## src/rtl/conv1d_pe_sequencer.sv

```systemverilog
// Sequencer that drives one PE group through a stride-1 1-D convolution.
// For each tile it issues buffer reads, marks the first tap for the PE group and writes the finished tile back.
module conv1d_pe_sequencer #(
  parameter int Para_Deg  = 4,
  parameter int TAP_W     = 4,
  parameter int TILE_W    = 6,
  parameter int IN_ADDR_W = 10
) (
  input  logic                 clk,
  input  logic                 reset,
  input  logic                 start,
  input  logic [TAP_W-1:0]     cfg_taps,
  input  logic [TILE_W-1:0]    cfg_tiles,
  input  logic                 cfg_first_pass,
  output logic                 busy,
  output logic                 done,
  output logic                 wb_rd_en,
  output logic [TAP_W-1:0]     wb_rd_addr,
  output logic                 ib_rd_en,
  output logic [IN_ADDR_W-1:0] ib_rd_addr,
  output logic                 ob_rd_en,
  output logic [TILE_W-1:0]    ob_rd_addr,
  output logic                 pe_init,
  output logic                 pe_old_zero,
  output logic                 ob_wr_en,
  output logic [TILE_W-1:0]    ob_wr_addr
);

  localparam logic [1:0] IDLE   = 2'd0;
  localparam logic [1:0] ISSUE  = 2'd1;
  localparam logic [1:0] DRAIN  = 2'd2;
  localparam logic [1:0] FINISH = 2'd3;

  logic [1:0]        state;
  logic [TAP_W-1:0]  taps_q;
  logic [TILE_W-1:0] tiles_q;
  logic              first_pass_q;
  logic [TAP_W-1:0]  k;
  logic [TILE_W-1:0] t;
  logic              done_q;

  // Stage 1: buffer data at PE inputs. Stage 2: accumulator holds the finished tile.
  logic              s1_valid;
  logic [TAP_W-1:0]  s1_tap;
  logic [TILE_W-1:0] s1_tile;
  logic              s2_valid;
  logic [TILE_W-1:0] s2_tile;

  logic              issue;
  logic              last_tap;
  logic              last_tile;
  logic [IN_ADDR_W-1:0] ib_addr_calc;

  assign issue     = (state == ISSUE);
  assign last_tap  = (k == taps_q - TAP_W'(1));
  assign last_tile = (t == tiles_q - TILE_W'(1));
  // Truncation to IN_ADDR_W gives the intended modulo wrap of the input address.
  assign ib_addr_calc = IN_ADDR_W'(t) * IN_ADDR_W'(Para_Deg) + IN_ADDR_W'(k);

  // NOTE: every register here uses non-blocking assignment so all stages see pre-edge values.
  always_ff @(posedge clk or posedge reset) begin
    if (reset) begin
      state        <= IDLE;
      taps_q       <= '0;
      tiles_q      <= '0;
      first_pass_q <= 1'b0;
      k            <= '0;
      t            <= '0;
      done_q       <= 1'b0;
      s1_valid     <= 1'b0;
      s1_tap       <= '0;
      s1_tile      <= '0;
      s2_valid     <= 1'b0;
      s2_tile      <= '0;
    end else begin
      done_q   <= (state == FINISH);
      s1_valid <= issue;
      s1_tap   <= k;
      s1_tile  <= t;
      s2_valid <= s1_valid && (s1_tap == taps_q - TAP_W'(1));
      s2_tile  <= s1_tile;

      case (state)
        IDLE: begin
          // The done cycle is already back in IDLE, so a start there is still refused.
          if (start && !done_q) begin
            taps_q       <= cfg_taps;
            tiles_q      <= cfg_tiles;
            first_pass_q <= cfg_first_pass;
            k            <= '0;
            t            <= '0;
            state        <= (cfg_taps == '0 || cfg_tiles == '0) ? FINISH : ISSUE;
          end
        end
        ISSUE: begin
          if (last_tap) begin
            k <= '0;
            t <= t + TILE_W'(1);
            if (last_tile) state <= DRAIN;
          end else begin
            k <= k + TAP_W'(1);
          end
        end
        DRAIN: begin
          if (s2_valid && !s1_valid) state <= FINISH;
        end
        FINISH:  state <= IDLE;
        default: state <= IDLE;
      endcase
    end
  end

  assign busy        = (state != IDLE);
  assign done        = done_q;
  assign wb_rd_en    = issue;
  assign wb_rd_addr  = issue ? k : '0;
  assign ib_rd_en    = issue;
  assign ib_rd_addr  = issue ? ib_addr_calc : '0;
  assign ob_rd_en    = issue && (k == '0) && !first_pass_q;
  assign ob_rd_addr  = ob_rd_en ? t : '0;
  assign pe_init     = s1_valid && (s1_tap == '0);
  assign pe_old_zero = pe_init && first_pass_q;
  assign ob_wr_en    = s2_valid;
  assign ob_wr_addr  = s2_valid ? s2_tile : '0;

endmodule

```

## config.mk

```make
export PLATFORM = sky130hd
export DESIGN_NAME = conv1d_pe_sequencer
export DESIGN_NICKNAME = d
export VERILOG_FILES = /design/src/rtl/conv1d_pe_sequencer.sv
export SDC_FILE = /design/constraint.sdc
export NUM_CORES = 1
export LEC_CHECK = 0
export CORE_MARGIN = 3
export CORE_UTILIZATION = 46
export CTS_CLUSTER_DIAMETER = 40
export DETAILED_ROUTE_END_ITERATION = 8
export GPL_TIMING_DRIVEN = 0
export MAX_ROUTING_LAYER = met4
export PLACE_DENSITY = 0.76
export SKIP_LAST_GASP = 1
export SYNTH_ARGS = -nofsm -noshare
export SYNTH_HDL_FRONTEND = slang
export SYNTH_SLANG_ARGS = --single-unit
```

## constraint.sdc

```tcl
create_clock -name clk -period 1.8 [get_ports clk]
set_clock_uncertainty 0.05 [all_clocks]
set_input_delay 0.18 -clock clk [delete_from_list [all_inputs] [get_ports clk]]
set_output_delay 0.18 -clock clk [all_outputs]
set_load 0.05 [all_outputs]
```

# Yosys cells after proc, flatten, opt, wreduce, memory -nomap -nowiden
# Cells that the tools add are included.
# word_totals
output_inout_bits,34
mem_count,0
ram_bits,0
wordCells,65
latchBits,0
rom_bits,0
inputBits,14
ff_bits,42
# op_classes
shifts,0
div,0
n_eq_ne,10
mul,0
mux,16
add_sub_neg,5
reduce_logical,22
n_bitwise,0
order_cmp,0
# ops
op,n
$mux W6,4
$logic_not A4 Y1,3
$mux W4,3
$pmux W6 S2,1
$mux W2,5
$add A8 B4 Y9,1
$mux W9,1
$eq A4 B4 Y1,2
$pmux W2 S4,1
$pmux W4 S2,1
$logic_and A1 B1 Y1,7
$add A6 B1 Y6 const B,1
$eq A6 B6 Y1,1
$logic_not A6 Y1,1
$sub A6 B1 Y6 const B,1
$add A4 B1 Y4 const B,1
$eq A2 B2 Y1 const B,2
$ne A2 B1 Y1 const B,2
$ne A2 B2 Y1 const B,2
$reduce_and A2 Y1,2
$reduce_and A4 Y1,1
$reduce_bool A2 Y1,2
$sub A4 B1 Y4 const B,1
$logic_not A1 Y1,3
other kinds (4),4

# Longest topological paths before layout
# depth
ltp_word,5
mapped_depth,8
mapped_depth_nobuf,7

# Least setup slack after synthesis
# OpenSTA, ideal clock, no wires.
# synth_timing
kind,register to output
startpoint,register state[1]
endpoint,output port ob_rd_addr[0]
stages_incl_launch_ff,7
slack_ps,-2132
path_buffers,1
required_ps,1570
arrival_ps,3702
cell_sequence,dfrtp_1 -> inv_1 -> ha_1 -> clkbuf_1 -> nand2_1 -> nor4_1 -> and2_1
# synth_via
elab_chain_cells,4
# synth_rtl
element,line,source
start: declaration,34,logic [1:0] state;
start signal: assignment,92,state <= (cfg_taps == '0 || cfg_tiles == '0) ? FINISH : ISSUE;
$eq A2 B1 Y1,54,assign issue = (state == ISSUE);
via ib_rd_en,19,"output logic ib_rd_en,"
$logic_and A1 B1 Y1 (2 in a row),119,assign ob_rd_en = issue && (k == '0) && !first_pass_q;
via ob_rd_en,21,"output logic ob_rd_en,"
$mux W6,120,assign ob_rd_addr = ob_rd_en ? t : '0;
end: declaration,22,"output logic [TILE_W-1:0] ob_rd_addr,"
# The timed path passes the listed nets, and every way through them passes these cells.

# Worst setup path in the final report
# layout_timing
startpoint,register k[3]
endpoint,output port ib_rd_addr[6]
# layout_via
elab_chain_cells,2
# layout_rtl
element,line,source
start: declaration,38,logic [TAP_W-1:0] k;
start signal: assignment,101,k <= k + TAP_W'(1);
$add A8 B4 Y9,58,assign ib_addr_calc = IN_ADDR_W'(t) * IN_ADDR_W'(Para_Deg) + IN_ADDR_W'(k);
$mux W9,118,assign ib_rd_addr = issue ? ib_addr_calc : '0;
end: declaration,20,"output logic [IN_ADDR_W-1:0] ib_rd_addr,"
# Every way passes these cells.

==> results.md <==
* First-pass GRT wire length at 10900 um
* First-pass DRT Iterations at 4
* Via Count at 2156
* Achievable frequency at 0.468 GHz
* Worst-margin pin slew at 0.892 ns
* Final hold vios at 0
* Initial antenna violation count at 0
* Post-route ant nets at 0
* Startpoint Class: flip-flop
* Cts hold-fix bufs at 0
* Final Net Count at 346
* Netlist cell types at 45
* CTS tree: built
* Via/cell ratio at 5.56
* Cell count after synthesis at 224
* Clock Tree Buf Depth at 2
* FP Rows at 25
* Die ar. at 0.00601 mm2
* Final min period at 2.13 ns
* Syn_area_per_cell at 10.5 um2
* Sequential cell area fraction in the yosys report at 44.7%
* Post-Syn Area at 0.00235 mm2
* Inserted Diodes at 0
* Share of the clock period used by the worst path at 119%
* Layout cells sized above 1 at 56.1%
* Max cap viols at 0
* Clk_lat worst skew at 0.31 ns
* Clock-pin slew on the worst setup and hold paths at 0.08 ns
* Power density over cell area at 441 mW/mm2
* Chip width at 77.5 um
* Gr ovfl total at 0
* Post-DP HPWL at 3840 um
* Final setup violation count at 28
* Setup TNS at -3.77 ns
* Area grow syn2layout at 69.1%
* Crit path launch: k[3]$_DFFE_PP0P_
* Wirelength per Cell at 20.4 um
* Slew Viols, Final at 0
* CTS Buf Count at 5
* 1st-iter DRT viols at 145
* Critical setup path kind: reg -> out
* Core area at 0.00485 mm2
* IO Port Bufs at 46
* Post-synth net total at 250
* RR Startpoint: k[3]$_DFFE_PP0P_
* Final WL at 7930 um
* Number of synthesized register bits at 42
* Critical Path RT at 1.57 ns
* Pwr Total at 1760 uW
* Clk root buf: clkbuf_8
* Number of synthesized flops with an enable pin at 0
* Largest net degree at the start of global routing at 43
* Leak Pwr at 0.00182 uW
* CP arrival at 1.90 ns
* H-tree Lvls at 2
* Yosys warns at 0
* Worst Setup End Kind: primary output
* Gr usage total at 24.0%
* Status: finished with violations
* Chip height at 77.5 um
* RSZ-0062 raised after global routing: true
* DRC at 0
* Peak VDD IR at 0.000388 V
* Relative slew slack at 40.4%
* Boundary Pins at 48
* FFs w/ async S/R, synth at 100%
* Initial core utilization at 48.5%
* Vias in the first global route at 2152
* HP Class: reg -> reg
* Worst Min Path Start: s1_tile[5]$_DFF_PP0_
* CP max FO at 3
* Failing checks: negative setup slack
* Ys flop type: dfrtp_1
* Clk sinks at 42
* Final worst setup slack at -0.335 ns
* Final Wtd Congestion at 0.855
## kinds of logic (layout without fill, tap and decap cells)
kind of cell               count (synthesis)  count (layout)  synth area share, %
xor gates and xnor gates                  22              22                 8.77
buffers and inverters                     22             118                 4.20
other                                      1               1                0.159
muxes                                     17              17                 7.82
AOI/OAI and AO/OA                         24              25                 8.45
adders and majority gates                 12              12                 6.70
and+or+nand+nor                           84              84                 19.2
DFF                                       42              42                 44.7
## critical path, stage by stage (launching register included)
cell and delay [ns]:
dfrtp_2 0.44, buf_6 0.14, buf_6 0.11, fa_2 0.38, nand3_2 0.10, xor2_2 0.21
nor2_4 0.06, buf_6 0.15
## layout by cell type, fill, tap and decap left out, types with 3 or more instances in the layout
cell type        count
ha_4                 6
ha_1                 4
clkdlybuf4s50_1     14
dfrtp_2             10
a211oi_2             3
nor2_2               3
and2_1              10
nor2_1               4
xnor2_1              9
dfrtp_1             32
mux2_2              11
buf_8               15
nand3_4              4
clkbuf_8             5
nor2_4               6
nand2b_1             8
inv_2                8
mux2i_1              6
buf_2                4
nand3_1              4
nor3_2               3
nand2_1             12
and2_4               8
xor2_1               4
o21ai_1              4
dlygate4sd2_1        8
buf_6               19
xnor2_2              3
buf_4               33
and3_1               5
## stage by stage
stage / worst slack (ns) / cells / hold slack, ns / utilization [%] / cell area [um2]
6_report: -0.335 / 388 / 0.302 / 82.1 / 3980
5_1_grt: -0.360 / 388 / 0.307 / 82.1 / 3980
4_1_cts: -0.283 / 368 / 0.302 / 74.1 / 3590
3_5_place_dp: -0.821 / 337 / 0.285 / 62.2 / 3020
3_3_place_gp: -0.810 / 337 / 0.281 / 62.2 / 3020
2_1_floorplan: -0.557 / 224 / 0.281 / - / 2470
## flip-flops by register name, summed over array words and instances (netlist names), 2 cells and up
name     flops
taps_q       4
s1_tap       4
k            4
s1_tile      6
tiles_q      6
state        2
t            6
s2_tile      6
## cells in the mapped netlist, types with 2 or more instances
cell type  instances  share of area (%)
nor2_1            12                1.9
o2bb2ai_1          2               0.74
and3_1             5                1.3
nand2b_1           9                2.4
dfrtp_1           42                 45
nand3_1            9                1.9
nand2_1           14                2.2
xnor2_1           14                5.2
mux2i_1            6                2.6
buf_4              4                1.3
o21ai_0            5                1.1
ha_1              11                5.8
inv_1             11                1.8
mux2_2            11                5.3
nor3_1             6                1.3
a21oi_1            2               0.43
and2_1            18                4.8
clkbuf_1           6               0.96
xor2_1             7                2.6
a211oi_1           2               0.64
nor4_1             3               0.80
nand4_1            2               0.53
## layout make-up
cell class | instances | area, um2
clock inverter | 3 | 40.0
sequential | 42 | 1060
timing repair buffer | 89 | 901
multi-input combinational | 161 | 1660
clock buffer | 5 | 68.8
inverter | 11 | 52.6
buffer | 10 | 109
fill | 255 | 868
tap | 67 | 83.8
## where the power goes
group	switching [uW]	total [uW]	internal, uW
logic	31.5	58.7	27.2
clock network	346	754	409
registers	0	942	942
total	377	1760	1380
## routing by layer
layer | part of all wire (%) | vias up | track usage (%)
met1 | 42 | 1061 | 29.9
met4 | 3.8 | 0 | 9.43
met2 | 49 | 110 | 39.5
li1 | - | 955 | -
met5 | 0 | - | -
met3 | 5.6 | 30 | 3.60
## final timing paths
check	endpoint	slack [ns]	cells past startpoint
setup / recovery	ib_rd_addr[6]	-0.33	7
hold / removal	s2_tile[5]$_DFF_PP0_	0.30	0
setup reg to reg	t[0]$_DFFE_PP0P_	-0.17	8
hold reg to reg	s2_tile[5]$_DFF_PP0_	0.30	0
max in group asynchronous	k[1]$_DFFE_PP0P_	0.75	2
min in group asynchronous	s1_tap[2]$_DFF_PP0_	0.33	2
## timing repair
action,CTS,global route
pin swaps,25,17
setup endpoints to repair,54,45
gates resized for setup,224,65
gates cloned,0,2
setup buffers,24,20
Note: power is estimated with default switching activity, not from simulation.
